`src/rtl/nrx_vram_arb.sv`:
```
`timescale 1ns/1ps
// rtl/nrx_vram_arb.sv - single-port VRAM arbiter between video fetcher and Z80, video priority with CPU starvation bound
module nrx_vram_arb #(
    parameter int CPU_MAXWAIT = 6,
    parameter int AW = 12
) (
    input  logic          CLK24M,
    input  logic          RESET_n,
    input  logic          VREQ,
    input  logic [AW-1:0] VADDR,
    output logic          VACK,
    output logic [7:0]    VDATA,
    output logic          VOVR,
    input  logic          CREQ,
    input  logic          CWE,
    input  logic [AW-1:0] CADDR,
    input  logic [7:0]    CDI,
    output logic [7:0]    CDO,
    output logic          CACK,
    output logic          WAIT_n,
    output logic [AW-1:0] RAD,
    output logic          RWE,
    output logic [7:0]    RDI,
    input  logic [7:0]    RDO
);
    localparam int CW = $clog2(CPU_MAXWAIT + 2);
    localparam logic [CW-1:0] CMAX = CW'(CPU_MAXWAIT);

    typedef enum logic [2:0] {
        ST_IDLE,
        ST_V_ACC,
        ST_V_DAT,
        ST_C_ACC,
        ST_C_DAT,
        ST_ACK
    } state_t;

    state_t        state;
    logic          vpend;
    logic          cdone;
    logic [AW-1:0] vaddr_q;
    logic [CW-1:0] cwait;
    logic          c_elig;
    logic          c_over;
    logic          grant_c;
    logic          grant_v;

    // A CREQ still held after its CACK is not eligible until it has been seen low.
    always_comb begin
        c_elig  = CREQ & ~cdone;
        c_over  = c_elig & (cwait >= CMAX);
        grant_c = (state == ST_IDLE) & (c_over | (c_elig & ~vpend));
        grant_v = (state == ST_IDLE) & vpend & ~c_over;
    end

    assign WAIT_n = ~c_elig;

    always_ff @(posedge CLK24M or negedge RESET_n) begin
        if (!RESET_n) begin
            state   <= ST_IDLE;
            vpend   <= 1'b0;
            cdone   <= 1'b0;
            cwait   <= '0;
            vaddr_q <= '0;
            VOVR    <= 1'b0;
            VACK    <= 1'b0;
            CACK    <= 1'b0;
            RWE     <= 1'b0;
            RAD     <= '0;
            RDI     <= 8'h00;
            VDATA   <= 8'h00;
            CDO     <= 8'h00;
        end else begin
            VACK <= 1'b0;
            CACK <= 1'b0;
            RWE  <= 1'b0;

            // A request landing on the grant edge becomes the next pending one.
            if (VREQ) begin
                if (vpend && !grant_v) begin
                    VOVR <= 1'b1;
                end else begin
                    vpend   <= 1'b1;
                    vaddr_q <= VADDR;
                end
            end else if (grant_v) begin
                vpend <= 1'b0;
            end

            if (!CREQ) begin
                cdone <= 1'b0;
            end

            if (grant_c) begin
                cwait <= '0;
            end else if (c_elig && (cwait < CMAX)) begin
                cwait <= cwait + 1'b1;
            end

            case (state)
                ST_IDLE: begin
                    if (grant_c) begin
                        state <= ST_C_ACC;
                        RAD   <= CADDR;
                        RWE   <= CWE;
                        if (CWE) begin
                            RDI <= CDI;
                        end
                    end else if (grant_v) begin
                        state <= ST_V_ACC;
                        RAD   <= vaddr_q;
                    end
                end
                ST_V_ACC: state <= ST_V_DAT;
                ST_V_DAT: begin
                    VDATA <= RDO;
                    VACK  <= 1'b1;
                    state <= ST_ACK;
                end
                // RWE is only ever high here for a write, so it doubles as the access type.
                ST_C_ACC: begin
                    if (RWE) begin
                        CACK  <= 1'b1;
                        cdone <= 1'b1;
                        state <= ST_ACK;
                    end else begin
                        state <= ST_C_DAT;
                    end
                end
                ST_C_DAT: begin
                    CDO   <= RDO;
                    CACK  <= 1'b1;
                    cdone <= 1'b1;
                    state <= ST_ACK;
                end
                ST_ACK:  state <= ST_IDLE;
                default: state <= ST_IDLE;
            endcase
        end
    end
endmodule

```
`config.mk`:
```
export PLATFORM = sky130hd
export DESIGN_NAME = nrx_vram_arb
export DESIGN_NICKNAME = d
export VERILOG_FILES = /design/src/rtl/nrx_vram_arb.sv
export SDC_FILE = /design/constraint.sdc
export NUM_CORES = 1
export LEC_CHECK = 0
export BUFFER_PORTS_ARGS = -buffer_cell sky130_fd_sc_hd__buf_2
export CAP_MARGIN = 0
export CORE_MARGIN = 2
export CORE_UTILIZATION = 30
export DETAILED_ROUTE_END_ITERATION = 6
export HOLD_SLACK_MARGIN = 0.02
export RECOVER_POWER = 50
export SLEW_MARGIN = 20
export SYNTH_ARGS = -nofsm -noshare
export SYNTH_HDL_FRONTEND = slang
export SYNTH_SLANG_ARGS = --single-unit
export TNS_END_PERCENT = 50
```
`constraint.sdc`:
```
create_clock -name CLK24M -period 2.7 [get_ports CLK24M]
set_input_delay 0.405 -clock CLK24M [delete_from_list [all_inputs] [get_ports CLK24M]]
set_output_delay 0.405 -clock CLK24M [all_outputs]
set_load 0.1 [all_outputs]
```
==> results by group, run 1 <==
Critical path
  • Crit path cell chain: inv_1, ha_1, o21ai_0, o21ai_0, a21boi_1, buf_4, mux2_2
  • Critical path peak fanout: 12
  • Worst EP required: 2910 ps
  • CP top delay family: compound AO/OA/AOI/OAI gates
  • Setup crit start kind: flip-flop
  • WP buf/inv: 2
  • Worst Path Arrival: 2390 ps
  • Slowest stage delay, CP: 410 ps
  • Reg-to-reg setup timing slack: 520 ps
  • Critical path's most frequent cell: o21ai_0
  • Worst setup EP type: flip-flop
  • Kind of critical path: flip-flop to flip-flop
  • Slowest-stage cell, CP: o21ai_0

Clock tree
  • TritonCTS clock tree: done
  • Clock sink count: 60
  • CTS Buffer Depth: 2
  • Post-CTS Setup Inserts: 0
  • Post-CTS Hold Fix Bufs: 0
  • Root buf cell: clkbuf_8
  • Htree depth: 3
  • Clk slew on worst S/H paths: 60 ps
  • Clk_lat worst skew: 330 ps
  • Post_cts resized: 0
  • Total CTS buffers: 9

GRT
  • First-pass GRT wire length: 8.40 mm
  • Vias in the first global route: 1689
  • Largest net degree at the start of global routing: 35
  • GRT Total Usage: 0.124
  • GRT Residual Overflow: 0
  • Most used routing layer: met1
  • Initial antenna violation count: 0
  • Met3 usage: 0.0463
  • M1 GR Usage: 0.174
  • GR Layer Usage met2: 0.172

Yosys
  • Post-synth cell types: 31
  • Ys async rst share: 1.00
  • Top cells by area, synth: dfrtp_1 (61%), mux2_2 (13%), mux2i_1 (4.9%)
  • Net Count, Synth: 223
  • Post-synth top flop: dfrtp_1
  • Syn avg cell area: 14.0 um^2
  • Post-synth EDFFs: 0
  • Mapped Area: 2470 um^2
  • Yosys reg bits: 60
  • Sequential area share after synthesis: 0.608
  • Synth Instances: 176
  • Synth warn: 0
  • Post-synth top area cell: dfrtp_1
  • Share of the synthesized area in the top cell type: 0.608

Layout
  • Filler-free cell count of the finished design: 381
  • Net count, final: 318
  • Layout Area Growth over Synthesis: 29.4%
  • Layout cell share with drive strength beyond 1: 0.493
  • Ant. Diodes: 0

STA
  • Worst Max-Slew Pin Slew: 1430 ps
  • Final Hold Vio Count: 0
  • Fmax: 0.458 GHz
  • Setup TNS: 0 ps
  • RSZ-0062 raised after global routing: no
  • Period minus WS final: 2180 ps
  • Final period util: 0.808
  • Final setup violation count: 0
  • Slew Limit Fails: 0
  • Slew Limit Headroom: 0.0467
  • Clock Skews: 10.5 ps

Floorplanning
  • Die X: 94.7 um
  • Row cnt: 33
  • Core ar.: 8090 um^2
  • Die area: 8970 um^2
  • Ports: 86
  • Initial Util: 0.305
  • Die extent in y: 94.7 um

Placed design
  • Placed Cells: 365
  • Hpwl dp: 3.73 mm
  • GP Congestion: 0.748
  • Port buffer count: 85

Outcome
  • Outcome: completed

Route
  • Starting DRC count in detailed routing: 65
  • Vias: 1695
  • WL final: 5.18 mm
  • Wire length per cell: 13.6 um
  • DR DRC count: 0
  • Via density: 4.45
  • TritonRoute pass-1 iters: 4
  • Final ANT Viol Nets: 0

Job
  • Max-capacitance violation count: 0

Worst hold path
  • Hold/Removal Path Class: primary input to flip-flop
==> layout by cell type (no fill, tap or decap), drive strengths merged <==
cell / Yosys / final
a31o: 1 / 1
and2b: 1 / 1
bufinv: 0 / 1
or3: 1 / 1
nor3: 3 / 3
and3: 1 / 1
nand2: 1 / 1
buf: 3 / 81
a21boi: 1 / 1
nand2b: 2 / 2
a211oi: 1 / 1
inv: 4 / 4
and4b: 1 / 1
o211ai: 1 / 1
a21o: 2 / 2
mux2: 36 / 36
o21bai: 2 / 2
o21a: 1 / 1
a21oi: 16 / 16
clkbuf: 3 / 21
xnor2: 1 / 1
ha: 2 / 2
mux2i: 12 / 12
a2bb2oi: 1 / 1
and2: 1 / 1
clkinv: 0 / 3
dfrtp: 60 / 60
o21ai: 3 / 3
nor2: 15 / 15
==> cell families (layout without fill, tap and decap cells) <==
family / count (synthesis) / in the layout / share of synthesized area
DFF: 60 / 60 / 0.608
xor gates and xnor gates: 1 / 1 / 0.00355
AOI/OAI and AO/OA: 29 / 29 / 0.0750
and+or+nand+nor: 26 / 26 / 0.0532
adders and majority gates: 2 / 2 / 0.0101
muxes: 48 / 48 / 0.225
buffers and inverters: 10 / 110 / 0.0253
==> worst reg2reg max path: cells and delay by family (launching register included) <==
kind,cells,cell delay (ps)
compound gates,3,840
flops,1,390
mux,1,360
buf+inv,2,300
fa+ha+maj,1,180
==> cells in the mapped netlist, types with 2 or more instances <==
library cell,number
clkbuf_1,3
ha_1,2
mux2i_1,12
o21bai_1,2
nor2_1,15
a21o_1,2
a21oi_1,16
mux2_4,8
inv_1,4
nand2b_1,2
o21ai_1,2
mux2_2,28
nor3_1,3
dfrtp_1,60
==> per-layer routing <==
layer  part of all wire  vias to the layer above  wire, um
met1               0.46                      833      2390
li1                   -                      813         -
met5                  0                        -         0
met4             0.0073                        0        38
met2               0.46                       44      2390
met3              0.070                        5       361
==> registers in the layout (all words and copies together), names as in the netlist, 3 cells and up <==
register,count
cwait,3
RAD,12
CDO,8
state,3
VDATA,8
RDI,8
vaddr_q,12
==> worst paths after layout <==
kind | startpoint | endpoint | cells past startpoint
worst min register to register | VOVR$_DFFE_PN0P_ | VOVR$_DFFE_PN0P_ | 1
min in group asynchronous | RESET_n | RAD[1]$_DFFE_PN0P_ | 1
worst max-delay path | cwait[0]$_DFFE_PN0P_ | vaddr_q[1]$_DFFE_PN0P_ | 7
max in group asynchronous | RESET_n | cwait[2]$_DFFE_PN0P_ | 2
worst max register to register | cwait[0]$_DFFE_PN0P_ | vaddr_q[1]$_DFFE_PN0P_ | 7
worst min-delay path | VREQ | vpend$_DFFE_PN0P_ | 2
==> metrics by stage <==
| step | hold slack [ps] | setup WS, ps | cell area [um^2] | utilization |
|---|---|---|---|---|
| final | 297 | 518 | 3200 | 0.395 |
| after global routing | 283 | 278 | 3200 | 0.395 |
| after CTS | 98.1 | 689 | 3220 | 0.398 |
| after detailed placement | 454 | 706 | 3030 | 0.374 |
| after global placement | 452 | 722 | 3030 | 0.374 |
| after floorplan | 109 | 217 | 2470 | - |
==> area by class of cell <==
type	count	area (um^2)
inverters	4	15.0
clock buffers	12	145
flip-flops and latches	60	1500
multi-input cells	106	906
clock inverters	4	48.8
well taps	105	131
repair buffers	90	448
fillers	849	4900
Power of run 1 is left out: the tool's default activity adds up to more than one toggle a clock period on the data nets, which glitch-free logic cannot reach.
==> run 2, diff against run 1 <==
ABC_AREA = 1   (was default)
clock period = 2.2 ns   (was 2.7 ns; I/O delays follow)
==> run 2 against run 1 <==
Against the previous run: global-route usage increased by 1.4 points; non-clock buffer count shrank 2; count of clock-buffer cells in the layout unchanged; final area is 6.0% higher; critical path depth shrank 6; clock skew is 3.1 ps lower; register-to-register slack better by 20 ps; via count grew 32%; routed wire length is 21% higher; flip-flop and latch count is the same; first-iteration DRC count up 86%.
==> results by group, run 2 <==
Outcome
  • Outcome: completed

GRT
  • GR Layer Usage met2: 0.224
  • Initial antenna violation count: 0
  • Vias in the first global route: 2267
  • Met3 usage: 0.0365
  • Most used routing layer: met2
  • GRT Total Usage: 0.137
  • First-pass GRT wire length: 10.6 mm
  • M1 GR Usage: 0.177
  • GRT Residual Overflow: 0
  • Largest net degree at the start of global routing: 34

Floorplanning
  • Die area: 9660 um^2
  • Ports: 86
  • Core ar.: 8680 um^2
  • Die X: 98.3 um
  • Initial Util: 0.307
  • Die extent in y: 98.3 um
  • Row cnt: 34

Worst hold path
  • Hold/Removal Path Class: primary input to flip-flop

Clock tree
  • TritonCTS clock tree: done
  • Total CTS buffers: 9
  • Clock sink count: 60
  • Post_cts resized: 0
  • Clk_lat worst skew: 330 ps
  • Post-CTS Hold Fix Bufs: 1
  • Clk slew on worst S/H paths: 70 ps
  • CTS Buffer Depth: 2
  • Root buf cell: clkbuf_8
  • Post-CTS Setup Inserts: 0
  • Htree depth: 3

Yosys
  • Post-synth top cells: nand2_1 (114), dfrtp_1 (60), inv_1 (43), nand3_1 (36), o21ai_0 (17)
  • Post-synth cell types: 26
  • Sequential area share after synthesis: 0.563
  • Post-synth top flop: dfrtp_1
  • Synth warn: 0
  • Cell with the most instances after synthesis: nand2_1
  • Syn avg cell area: 8.55 um^2
  • Post-synth EDFFs: 0
  • Yosys reg bits: 60
  • Synth Instances: 312
  • Net Count, Synth: 359
  • Post-synth top area cell: dfrtp_1
  • Mapped Area: 2670 um^2
  • Top cells by area, synth: dfrtp_1 (56%), nand2_1 (16%), nand3_1 (6.8%)
  • Share of the synthesized area in the top cell type: 0.563
  • Ys async rst share: 1.00

Critical path
  • Crit path cell chain: clkbuf_1
  • Slowest-stage cell, CP: clkbuf_1
  • Worst Path Arrival: 1540 ps
  • Critical path peak fanout: 2
  • WP buf/inv: 1
  • CP top delay family: buffers and inverters
  • Slowest stage delay, CP: 870 ps
  • Kind of critical path: flip-flop to primary output
  • Worst setup EP type: primary output
  • Worst EP required: 1870 ps
  • Setup crit start kind: flip-flop

Route
  • DR DRC count: 0
  • Via density: 4.35
  • Starting DRC count in detailed routing: 121
  • Wire length per cell: 12.2 um
  • TritonRoute pass-1 iters: 4
  • Vias: 2234
  • Final ANT Viol Nets: 0
  • WL final: 6.27 mm

STA
  • Worst Max-Slew Pin Slew: 1170 ps
  • Final period util: 0.850
  • Clock Skews: 7.45 ps
  • Slew Limit Headroom: 0.222
  • Worst hold slack: 199 ps
  • RSZ-0062 raised after global routing: no
  • Final Hold Vio Count: 0
  • Slew Limit Fails: 0
  • Setup TNS: 0 ps
  • Final setup violation count: 0
  • Period minus WS final: 1870 ps
  • Fmax: 0.535 GHz

Placed design
  • GP Congestion: 0.737
  • Hpwl dp: 4.50 mm
  • Port buffer count: 85

Layout
  • Layout cell share with drive strength beyond 1: 0.281
  • Most frequent cells in the layout: nand2_1 (115), buf_2 (80), dfrtp_1 (60)
  • Layout Area Growth over Synthesis: 27.0%
  • FILL cells: 946
  • Net count, final: 448
  • Ant. Diodes: 0
  • Biggest regs: RAD: 12 flops, vaddr_q: 12 flops
  • Most common cell after layout, fill and taps aside: nand2_1

Job
  • Max-capacitance violation count: 0
## run 2: worst reg2reg max path: stages, from the launching register on
cell     delay (ps)
dfrtp_1         350
inv_1            70
ha_1            200
nand2_1          60
nand2_1          50
nand2_1         110
nand2_4         150
nand2_2         290
nand2_1         110
nand3_1          90
nand2_1          60
## run 2: cells by family (layout without fill, tap and decap cells)
family / count (synthesis) / after routing / share of synthesized area
DFF: 60 / 60 / 0.563
buffers and inverters: 59 / 153 / 0.0985
xor gates and xnor gates: 2 / 2 / 0.00657
and+or+nand+nor: 164 / 164 / 0.271
AOI/OAI and AO/OA: 25 / 25 / 0.0516
adders and majority gates: 2 / 2 / 0.00938
## run 2: final cells by class
class                   count  area (um^2)  share of cell area
clock inverters             4         70.1              0.0207
multi-input cells         193          890               0.263
repair buffers             88          439               0.130
well taps                 108          135              0.0399
clock buffers              12          165              0.0488
flip-flops and latches     60         1500               0.443
inverters                  49          186              0.0550
## run 2: metrics by stage
| stage | instances | setup slack, ps | instance area, um^2 | util |
|---|---|---|---|---|
| finish | 514 | 329 | 3390 | 0.390 |
| global route | 514 | 267 | 3390 | 0.390 |
| CTS | 514 | 549 | 3410 | 0.393 |
| floorplan | 312 | 395 | 2670 | - |
| detailed placement | 497 | 592 | 3170 | 0.365 |
| global placement | 497 | 627 | 3170 | 0.365 |
## run 2: metal layers
layer  vias up  part of all wire
li1       1133                 -
met1      1042              0.46
met2        53              0.47
met3         6             0.051
met4         0             0.014
met5         -                 0
## run 2: worst paths after layout
| kind | from | endpoint | slack, ps | cells past startpoint |
|---|---|---|---|---|
| min in group asynchronous | RESET_n | RDI[5]$_DFFE_PN0P_ | 440 | 2 |
| setup / recovery | VOVR$_DFFE_PN0P_ | VOVR | 330 | 1 |
| setup reg to reg | cwait[0]$_DFFE_PN0P_ | RAD[0]$_DFFE_PN0P_ | 540 | 10 |
| hold / removal | CDI[7] | RDI[7]$_DFFE_PN0P_ | 200 | 3 |
| max in group asynchronous | RESET_n | RAD[0]$_DFFE_PN0P_ | 620 | 3 |
| hold reg to reg | vaddr_q[0]$_DFFE_PN0P_ | vaddr_q[0]$_DFFE_PN0P_ | 470 | 2 |
Power of run 2 is left out for the same reason.
==> run 3, diff against run 2 <==
MAX_ROUTING_LAYER = met4   (was default)
clock period = 2.4 ns   (was 2.2 ns; I/O delays follow)
==> run 3 against run 2 <==
Against the previous run: sequential share of layout area up 0.36 points; via count grew 0.40%; final area decreased by 0.81%; non-clock buffer count decreased by 2; global-route usage grew 0.32 points.
==> results by group, run 3 (synthesis results as in run 2) <==
Worst hold path
  • Hold/Removal Path Class: primary input to flip-flop

Placed design
  • GP Congestion: 0.740
  • Hpwl dp: 4.52 mm
  • Port buffer count: 85

Floorplanning
  • Die extent in y: 98.3 um
  • Die area: 9660 um^2
  • Ports: 86
  • Row cnt: 34
  • Initial Util: 0.307
  • Core ar.: 8680 um^2
  • Die X: 98.3 um

Critical path
  • Slowest-stage cell, CP: buf_2
  • Worst setup EP type: primary output
  • Slowest stage delay, CP: 440 ps
  • Critical path peak fanout: 2
  • Setup crit start kind: flip-flop
  • Worst EP required: 2040 ps
  • Kind of critical path: flip-flop to primary output
  • Worst Path Arrival: 1310 ps
  • Crit path cell chain: inv_1, nand2_1, buf_2

Clock tree
  • Total CTS buffers: 9
  • Clk slew on worst S/H paths: 70 ps
  • Clk_lat worst skew: 340 ps
  • Root buf cell: clkbuf_8
  • Clock sink count: 60
  • CTS Buffer Depth: 2
  • Htree depth: 3
  • Post-CTS Hold Fix Bufs: 0
  • Post-CTS Setup Inserts: 0
  • TritonCTS clock tree: done
  • Post_cts resized: 0

GRT
  • First-pass GRT wire length: 10.4 mm
  • Vias in the first global route: 2231
  • Initial antenna violation count: 0
  • Largest net degree at the start of global routing: 36
  • GRT Total Usage: 0.141
  • GRT Residual Overflow: 0

Route
  • M1 WL: 2.86 mm
  • Via density: 4.38
  • WL final: 6.18 mm
  • Met3 wire length: 292 um
  • Starting DRC count in detailed routing: 106
  • Vias: 2243
  • Final ANT Viol Nets: 0
  • TritonRoute pass-1 iters: 4
  • Wire length per cell: 12.1 um
  • DR DRC count: 0
  • Uppermost layer routed: met4
  • Met2 routed WL: 2.90 mm

Layout
  • Layout cell share with drive strength beyond 1: 0.287
  • Most frequent cells in the layout: nand2_1 (115), buf_2 (84), dfrtp_1 (60)
  • Ant. Diodes: 0
  • FILL cells: 924
  • Biggest regs: RAD: 12 flops, vaddr_q: 12 flops
  • Net count, final: 446
  • Layout Area Growth over Synthesis: 26.0%
  • Most common cell after layout, fill and taps aside: nand2_1

STA
  • Slew Limit Headroom: 0.0292
  • Period minus WS final: 1670 ps
  • Clock Skews: 9.57 ps
  • RSZ-0062 raised after global routing: no
  • Final Hold Vio Count: 0
  • Final period util: 0.695
  • Setup TNS: 0 ps
  • Worst Max-Slew Pin Slew: 1460 ps
  • Worst hold slack: 217 ps
  • Final setup violation count: 0
  • Slew Limit Fails: 0
  • Fmax: 0.599 GHz

Job
  • Max-capacitance violation count: 0

Outcome
  • Outcome: completed
run 3: worst paths after layout:
| check | from | end | slack (ps) | cells past startpoint |
|---|---|---|---|---|
| worst max-delay path | cdone$_DFF_PN0_ | WAIT_n | 730 | 3 |
| worst min-delay path | CDI[5] | RDI[5]$_DFFE_PN0P_ | 220 | 3 |
| worst max register to register | cwait[0]$_DFFE_PN0P_ | RAD[2]$_DFFE_PN0P_ | 750 | 10 |
| worst min register to register | vaddr_q[0]$_DFFE_PN0P_ | vaddr_q[0]$_DFFE_PN0P_ | 470 | 2 |
| max in group asynchronous | RESET_n | RDI[4]$_DFFE_PN0P_ | 1190 | 1 |
| min in group asynchronous | RESET_n | VDATA[5]$_DFFE_PN0P_ | 350 | 1 |
run 3: area by class of cell:
cell class                 count  area [um^2]  area share
timing repair buffer          86          444       0.132
multi-input combinational    193          890       0.265
clock inverter                 4         47.5      0.0142
sequential                    60         1500       0.447
clock buffer                  12          155      0.0462
inverter                      49          186      0.0555
tap                          108          135      0.0402
run 3: worst max-delay path: cells and delay by family (launching register included):
kind | cells | cell delay [ps]
flops | 1 | 380
buf+inv | 2 | 510
simple gates | 1 | 80
run 3: per-stage QoR:
| step | cell area [um^2] | util | setup slack [ps] | instances |
|---|---|---|---|---|
| global placement | 3170 | 0.365 | 802 | 496 |
| finish | 3360 | 0.387 | 731 | 512 |
| CTS | 3370 | 0.389 | 720 | 512 |
| global route | 3360 | 0.387 | 537 | 512 |
| detailed placement | 3170 | 0.365 | 766 | 496 |
| floorplan | 2670 | - | 595 | 312 |
run 3: routing by layer:
layer / vias up / track usage
met1: 1044 / 0.176
met2: 53 / 0.210
met4: 0 / 0.0664
met3: 11 / 0.0415
met5: - / -
li1: 1135 / -
Power of run 3 is left out for the same reason.
